## config.mk

```make
export PLATFORM = sky130hd
export DESIGN_NAME = aes_dec_arbiter
export DESIGN_NICKNAME = d
export VERILOG_FILES = /design/src/rtl/aes_dec_arbiter.sv
export SDC_FILE = /design/constraint.sdc
export NUM_CORES = 2
export LEC_CHECK = 0
export BUFFER_PORTS_ARGS = -buffer_cell sky130_fd_sc_hd__buf_4
export CORE_MARGIN = 2
export CORE_UTILIZATION = 50
export CTS_BUF_LIST = sky130_fd_sc_hd__clkbuf_8
export DETAILED_ROUTE_END_ITERATION = 12
export PLACE_DENSITY = 0.69
export SETUP_SLACK_MARGIN = 0.15
export SYNTH_ARGS = -nofsm -noshare
export SYNTH_HDL_FRONTEND = slang
export SYNTH_SLANG_ARGS = --single-unit
export TNS_END_PERCENT = 30
```

## constraint.sdc

```tcl
create_clock -name clk -period 78.2 [get_ports clk]
set_input_delay 3.91 -clock clk [delete_from_list [all_inputs] [get_ports clk]]
set_output_delay 3.91 -clock clk [all_outputs]
set_load 0.01 [all_outputs]
```

## src/rtl/aes_dec_arbiter.sv

```systemverilog
// Round-robin front end that shares one pipelined AES inverse-cipher datapath among NUM_REQ requesters.
// Optional protocol checking (sticky err plus assertion) is enabled by defining AES_DEC_ARB_CHECK_EN.
module aes_dec_arbiter #(
    parameter int NUM_REQ    = 4,
    parameter int FIFO_DEPTH = 16,
    parameter int IDW        = $clog2(NUM_REQ)
) (
    input  logic                   clk,
    input  logic                   rst,
    input  logic [NUM_REQ-1:0]     req_valid,
    input  logic [NUM_REQ*128-1:0] req_ct,
    output logic [NUM_REQ-1:0]     req_ready,
    output logic                   cipher_load,
    output logic [127:0]           cipher_ct,
    input  logic                   cipher_valid,
    input  logic [127:0]           cipher_pt,
    output logic                   rsp_valid,
    input  logic                   rsp_ready,
    output logic [127:0]           rsp_pt,
    output logic [IDW-1:0]         rsp_id,
    output logic                   err
);

    localparam int CW = $clog2(FIFO_DEPTH + 1);
    localparam int AW = $clog2(FIFO_DEPTH);

    logic [IDW-1:0] ptr;
    logic [CW-1:0]  credits;
    logic [IDW-1:0] win;
    logic           found;
    logic           grant;

    logic [IDW-1:0] id_mem [FIFO_DEPTH];
    logic [AW:0]    id_wp, id_rp;
    logic           id_empty;
    logic           id_pop;

    logic [127:0]   res_pt_mem [FIFO_DEPTH];
    logic [IDW-1:0] res_id_mem [FIFO_DEPTH];
    logic [AW:0]    res_wp, res_rp;
    logic           res_empty, res_full;
    logic           res_write, res_pop;

    // Search starts one past the last winner so every requester gets a turn.
    always_comb begin
        win   = '0;
        found = 1'b0;
        for (int k = 1; k <= NUM_REQ; k++) begin
            if (!found && req_valid[(int'(ptr) + k) % NUM_REQ]) begin
                found = 1'b1;
                win   = IDW'((int'(ptr) + k) % NUM_REQ);
            end
        end
    end

    // The registered credit count gates the grant, so a pop frees a slot only from the next cycle on.
    assign grant     = found && (credits < CW'(FIFO_DEPTH));
    assign req_ready = grant ? (NUM_REQ'(1) << win) : '0;

    always_ff @(posedge clk or posedge rst) begin
        if (rst) begin
            ptr         <= IDW'(NUM_REQ - 1);
            cipher_load <= 1'b0;
            cipher_ct   <= '0;
        end else begin
            cipher_load <= grant;
            if (grant) begin
                ptr       <= win;
                cipher_ct <= req_ct[128*win +: 128];
            end
        end
    end

    // Owner of each in-flight block, in pipeline order.
    assign id_empty = (id_wp == id_rp);
    assign id_pop   = cipher_valid && !id_empty;

    always_ff @(posedge clk) begin
        if (grant) begin
            id_mem[id_wp[AW-1:0]] <= win;
        end
    end

    always_ff @(posedge clk or posedge rst) begin
        if (rst) begin
            id_wp <= '0;
            id_rp <= '0;
        end else begin
            if (grant) begin
                id_wp <= id_wp + (AW+1)'(1);
            end
            if (id_pop) begin
                id_rp <= id_rp + (AW+1)'(1);
            end
        end
    end

    // Results with no owner, or arriving into a full FIFO, are dropped.
    assign res_empty = (res_wp == res_rp);
    assign res_full  = (res_wp[AW] != res_rp[AW]) && (res_wp[AW-1:0] == res_rp[AW-1:0]);
    assign res_write = cipher_valid && !id_empty && !res_full;
    assign res_pop   = rsp_valid && rsp_ready;

    assign rsp_valid = !res_empty;
    assign rsp_pt    = res_pt_mem[res_rp[AW-1:0]];
    assign rsp_id    = res_id_mem[res_rp[AW-1:0]];

    always_ff @(posedge clk or posedge rst) begin
        if (rst) begin
            res_wp <= '0;
            res_rp <= '0;
            for (int i = 0; i < FIFO_DEPTH; i++) begin
                res_pt_mem[i] <= '0;
                res_id_mem[i] <= '0;
            end
        end else begin
            if (res_write) begin
                res_pt_mem[res_wp[AW-1:0]] <= cipher_pt;
                res_id_mem[res_wp[AW-1:0]] <= id_mem[id_rp[AW-1:0]];
                res_wp                     <= res_wp + (AW+1)'(1);
            end
            if (res_pop) begin
                res_rp <= res_rp + (AW+1)'(1);
            end
        end
    end

    // Credits cover a block from issue until its result leaves the result FIFO.
    always_ff @(posedge clk or posedge rst) begin
        if (rst) begin
            credits <= '0;
        end else if (grant && !res_pop) begin
            credits <= credits + CW'(1);
        end else if (!grant && res_pop) begin
            credits <= credits - CW'(1);
        end
    end

`ifdef AES_DEC_ARB_CHECK_EN
    logic err_q;

    always_ff @(posedge clk or posedge rst) begin
        if (rst) begin
            err_q <= 1'b0;
        end else if (cipher_valid && (id_empty || res_full)) begin
            err_q <= 1'b1;
        end
    end

    assign err = err_q;

`ifndef SYNTHESIS
    assert property (@(posedge clk) disable iff (rst) !(cipher_valid && (id_empty || res_full)))
        else $error("aes_dec_arbiter: pipeline result with no owner or into a full result FIFO");
`endif
`else
    assign err = 1'b0;
`endif

endmodule

```

==> impl_metrics.prom <==
# TYPE chip_impl_metric gauge
chip_impl_info{name="run_status",value="finished clean"} 1
chip_impl_metric{name="num-nets-final",unit=""} 8356
chip_impl_metric{name="fin_ws",unit="ps"} 67250
chip_impl_metric{name="post_synth_fa_ha_maj_area_fraction",unit="%"} 0.1855
chip_impl_info{name="worstHoldEndpoint",value="res_pt_mem[1187]"} 1
chip_impl_metric{name="gr-usage-all-layers",unit="%"} 32.55
chip_impl_metric{name="number_of_clock_buffers_inserted_by_tritoncts",unit=""} 395
chip_impl_metric{name="power_density",unit="nW/um^2"} 43.33
chip_impl_metric{name="timing.max_cap.violations",unit=""} 0
chip_impl_info{name="netlist_top_cells_count",value="sky130_fd_sc_hd__dfrtp_1 (2234), sky130_fd_sc_hd__mux2_1 (1165), sky130_fd_sc_hd__mux2_2 (918), sky130_fd_sc_hd__mux4_2 (528), sky130_fd_sc_hd__a211oi_1 (386)"} 1
chip_impl_metric{name="wl_per_cell",unit="microns"} 32.08
chip_impl_metric{name="post_route_cells_drive_above_1_share",unit="%"} 38.12
chip_impl_metric{name="post_layout_nonfiller_instances",unit=""} 10860
chip_impl_metric{name="floorplan.initialDensity",unit="%"} 50.25
chip_impl_metric{name="cts.hold.buffers_added",unit=""} 0
chip_impl_metric{name="syn-instance-count",unit=""} 6927
chip_impl_metric{name="dp_hpwl",unit="mm"} 228.0
chip_impl_metric{name="drt-total-wl",unit="mm"} 348.3
chip_impl_metric{name="routed_vias",unit=""} 65460
chip_impl_info{name="synth_top_area_cells",value="sky130_fd_sc_hd__dfrtp_1 (53%), sky130_fd_sc_hd__mux2_1 (12%), sky130_fd_sc_hd__mux4_2 (11%)"} 1
chip_impl_metric{name="p_int",unit="uW"} 3409
chip_impl_metric{name="grt_pass1_wl",unit="mm"} 503.2
chip_impl_metric{name="drt-pass1-iter-count",unit=""} 5
chip_impl_metric{name="clock_sink_count",unit=""} 2268
chip_impl_metric{name="mappedNetlistArea",unit="sq um"} 105200
chip_impl_metric{name="setup_tns",unit="ps"} 0
chip_impl_info{name="startpoint_type",value="input port"} 1
chip_impl_info{name="path_class",value="input port to output port"} 1
chip_impl_metric{name="synth.mux.area_fraction",unit="%"} 36.06
chip_impl_metric{name="timing_hold_violations_final",unit=""} 0
chip_impl_metric{name="global_route.overflow_total",unit=""} 0
chip_impl_metric{name="synth_seq_cells",unit=""} 2268
chip_impl_metric{name="synth_cell_type_count",unit=""} 48
chip_impl_metric{name="cts_htree_levels",unit=""} 5
chip_impl_metric{name="postSynthNetCount",unit=""} 7590
chip_impl_metric{name="seq_area_frac_synth",unit="%"} 54.10
chip_impl_metric{name="worst_setup_hold_path_clk_slew",unit="ps"} 50
chip_impl_metric{name="switch_share",unit="%"} 35.16
chip_impl_metric{name="dp_cells",unit=""} 10100
chip_impl_metric{name="pwr-share-seq",unit="%"} 38.5
chip_impl_metric{name="buffers_from_clock_root_to_sink_at_most",unit=""} 4
chip_impl_metric{name="r2r_cells",unit=""} 8
chip_impl_info{name="unrepaired_setup_endpoints_after_global_routing",value="false"} 1
chip_impl_metric{name="synth_top_area_share",unit="%"} 53.14
chip_impl_metric{name="vdd_ir_drop_max",unit="mV"} 0.03312
chip_impl_metric{name="combPwrFrac",unit="%"} 41.5
chip_impl_metric{name="antenna_violations_before_repair",unit=""} 106
chip_impl_metric{name="cts_repair_resize_count",unit=""} 0
chip_impl_metric{name="avg_cell_area_syn",unit="sq um"} 15.19
chip_impl_info{name="most_numerous_cell_in_the_yosys_netlist",value="sky130_fd_sc_hd__dfrtp_1"} 1
chip_impl_metric{name="worst_clock_skew",unit="ps"} 87.59
chip_impl_info{name="main_combinational_cell_family_by_area_after_synthesis",value="multiplexers"} 1
chip_impl_info{name="synth_top_area_cell",value="sky130_fd_sc_hd__dfrtp_1"} 1
chip_impl_metric{name="area_delta_synth_final",unit="%"} 15.32
chip_impl_metric{name="holdPathStages",unit=""} 1
chip_impl_metric{name="final_period_minus_worst_setup_slack",unit="ps"} 10950
chip_impl_info{name="critical_path.reg2reg.endpoint",value="res_pt_mem[98]"} 1
chip_impl_metric{name="setup_slack_of_the_most_critical_reg_to_reg_path",unit="ps"} 73340
chip_impl_metric{name="synth-edff-count",unit=""} 32
chip_impl_metric{name="placement.io_buffers",unit=""} 911
chip_impl_metric{name="cp_data_required_time",unit="ps"} 74290
chip_impl_info{name="timing.hold.worst.class",value="register to register"} 1
chip_impl_metric{name="dieHeight",unit="microns"} 462.7
chip_impl_metric{name="post-route-drc-count",unit=""} 0
chip_impl_info{name="holdCritStartpoint",value="res_pt_mem[1187]"} 1
chip_impl_metric{name="max_slew_margin_vs_limit",unit="%"} 8.558
chip_impl_metric{name="async_flop_share",unit="%"} 98.59
chip_impl_metric{name="core_region_area",unit="sq um"} 209400
chip_impl_metric{name="setup_viol",unit=""} 0
chip_impl_info{name="tritoncts",value="yes"} 1
chip_impl_metric{name="yosys.area_share.xor_xnor",unit="%"} 0.2664
chip_impl_metric{name="grt_pass1_vias",unit=""} 68880
chip_impl_info{name="cts_root_buffer",value="sky130_fd_sc_hd__clkbuf_8"} 1
chip_impl_metric{name="slew_viol_final",unit=""} 0
chip_impl_metric{name="detailedPlace.worstSlack",unit="ps"} 67250
chip_impl_metric{name="max_clock_freq",unit="MHz"} 91.33
chip_impl_info{name="critical_path.reg2reg.startpoint",value="res_rp[3]"} 1
chip_impl_metric{name="placement_rows",unit=""} 168
chip_impl_metric{name="synth_simple_gate_area_share",unit="%"} 2.659
chip_impl_metric{name="fp.dieW",unit="microns"} 462.7
chip_impl_metric{name="critical_path_arrival",unit="ps"} 7040
chip_impl_metric{name="clock_share_of_power",unit="%"} 20.0
chip_impl_metric{name="initialDrtViolationCount",unit=""} 5205
chip_impl_metric{name="synth_compound_gate_area_share",unit="%"} 3.524
chip_impl_metric{name="pin_count_of_the_biggest_net_entering_global_routing",unit=""} 182
chip_impl_metric{name="cts_setup_buffers",unit=""} 0
chip_impl_metric{name="post_detailed_route_count_of_antenna_violating_nets",unit=""} 0
chip_impl_metric{name="synth-warning-count",unit=""} 0
chip_impl_metric{name="final.period_utilization",unit="%"} 14.00
chip_impl_metric{name="dpl_cell_area",unit="sq um"} 113500
chip_impl_metric{name="worst_slew_pin_slew",unit="ps"} 1333
chip_impl_metric{name="power.switching",unit="uW"} 1848
chip_impl_metric{name="final_cell_area",unit="sq um"} 121300
chip_impl_info{name="critical_path.endpoint_type",value="output port"} 1
chip_impl_metric{name="power_leakage",unit="uW"} 0.05467
chip_impl_metric{name="ios",unit=""} 913
chip_impl_metric{name="gp_congestion",unit=""} 1.109
chip_impl_metric{name="avgViaCountPerCell",unit=""} 6.028
chip_impl_info{name="synth_top_flop_cell",value="sky130_fd_sc_hd__dfrtp_1"} 1
chip_impl_metric{name="clock_insertion_delay_worst_skew",unit="ps"} 1070
chip_impl_metric{name="die_area",unit="sq um"} 214100
chip_impl_metric{name="crit_fanout",unit=""} 63
cell usage in the layout, fill, tap and decap left out, types with 2 or more instances in the layout:
cell                            n
sky130_fd_sc_hd__buf_12        14
sky130_fd_sc_hd__nand2b_1       7
sky130_fd_sc_hd__o21ai_0        5
sky130_fd_sc_hd__a211oi_1     386
sky130_fd_sc_hd__nor2_4         2
sky130_fd_sc_hd__a21oi_4        3
sky130_fd_sc_hd__nor3b_1       67
sky130_fd_sc_hd__mux2_1      1165
sky130_fd_sc_hd__clkinvlp_4     4
sky130_fd_sc_hd__xor2_1        15
sky130_fd_sc_hd__edfxtp_1      32
sky130_fd_sc_hd__dfrtp_4        4
sky130_fd_sc_hd__dfrtp_1     2230
sky130_fd_sc_hd__inv_8          2
sky130_fd_sc_hd__clkinv_2      27
sky130_fd_sc_hd__mux4_2       528
sky130_fd_sc_hd__mux2_2       918
sky130_fd_sc_hd__clkbuf_8     496
sky130_fd_sc_hd__inv_6          2
sky130_fd_sc_hd__buf_4       1012
sky130_fd_sc_hd__nor2b_1      132
sky130_fd_sc_hd__inv_1        150
sky130_fd_sc_hd__xnor2_1       17
sky130_fd_sc_hd__clkinv_1       4
sky130_fd_sc_hd__nor2_1       151
sky130_fd_sc_hd__diode_2       81
sky130_fd_sc_hd__nand3_4       12
sky130_fd_sc_hd__nor3_1        66
sky130_fd_sc_hd__nand2_1       78
sky130_fd_sc_hd__a21oi_1      133
sky130_fd_sc_hd__a21o_1         2
sky130_fd_sc_hd__inv_4          2
sky130_fd_sc_hd__nand4_1        9
sky130_fd_sc_hd__o22ai_1        4
sky130_fd_sc_hd__ha_1          14
sky130_fd_sc_hd__mux2i_1      259
sky130_fd_sc_hd__o21ai_4        2
sky130_fd_sc_hd__dfstp_2        2
layer usage:
metal	GRT usage, %	vias to the layer above	share of wire [%]
li1	-	27550	-
met1	42.80	35330	42
met2	50.37	1931	46
met3	9.849	609	7.5
met4	13.78	38	4.3
met5	0	-	0.075
layout make-up:
cell class / instances / area (sq um)
tap: 2805 / 3510
timing repair buffer: 1026 / 7878
clock buffer: 496 / 6827
antenna: 81 / 202.7
clock inverter: 181 / 779.5
fill: 16760 / 88050
multi-input combinational: 3990 / 45120
sequential: 2268 / 56930
inverter: 12 / 62.56
power by group through the flow:
| stage | clock, uW | sequential, uW | combinational (uW) |
|---|---|---|---|
| CTS | 1080 | 2020 | 2200 |
| floorplan | 0 | 1960 | 1520 |
| global route | 1130 | 2080 | 2330 |
| finish | 1050 | 2020 | 2180 |
| detailed placement | 0 | 2040 | 2200 |
| global placement | 0 | 2000 | 2150 |
registers in the layout, summed over array words and instances, names as in the netlist:
name and cells:
cipher_load 1, res_wp 5, id_wp 5, res_rp 5, credits 5, id_rp 5
cipher_ct 128, id_mem 32, res_id_mem 32, res_pt_mem 2048, ptr 2
worst max path at each step:
stage | startpoint | to | slack, ps | cells after the start
finish | req_valid[3] | req_ready[3] | 67250 | 10
global route | res_rp[0] | rsp_pt[87] | 66870 | 9
CTS | res_rp[0] | rsp_pt[89] | 67190 | 9
detailed placement | req_valid[3] | req_ready[2] | 67250 | 10
global placement | req_valid[3] | req_ready[3] | 67270 | 10
floorplan | rst | cipher_ct[0] | 11110 | 1
through the flow:
step | hold slack (ps) | utilization [%] | total power, uW
4_1_cts | 488.0 | 57.85 | 5297
3_5_place_dp | 475.5 | 54.22 | 4234
6_report | 482.7 | 57.95 | 5257
2_1_floorplan | 434.1 | - | 3484
3_3_place_gp | 467.6 | 54.22 | 4149
5_1_grt | 492.0 | 57.91 | 5547
worst max-delay path: stages:
cell and delay (ps):
sky130_fd_sc_hd__buf_4 140, sky130_fd_sc_hd__nand2b_1 180, sky130_fd_sc_hd__a21oi_4 150, sky130_fd_sc_hd__buf_4 620, sky130_fd_sc_hd__or3_2 250, sky130_fd_sc_hd__buf_4 650
sky130_fd_sc_hd__inv_4 410, sky130_fd_sc_hd__nand2_1 270, sky130_fd_sc_hd__nor2_1 150, sky130_fd_sc_hd__buf_4 200
cells by family (layout without fill, tap and decap cells):
family / after synthesis / in the layout
xor gates and xnor gates: 32 / 32
and+or+nand+nor: 532 / 532
AOI/OAI and AO/OA: 540 / 540
DFF: 2268 / 2268
muxes: 2870 / 2870
adders and majority gates: 15 / 15
other: 1 / 82
buffers and inverters: 669 / 1715
No activity file was read; power rests on OpenSTA's default activity.
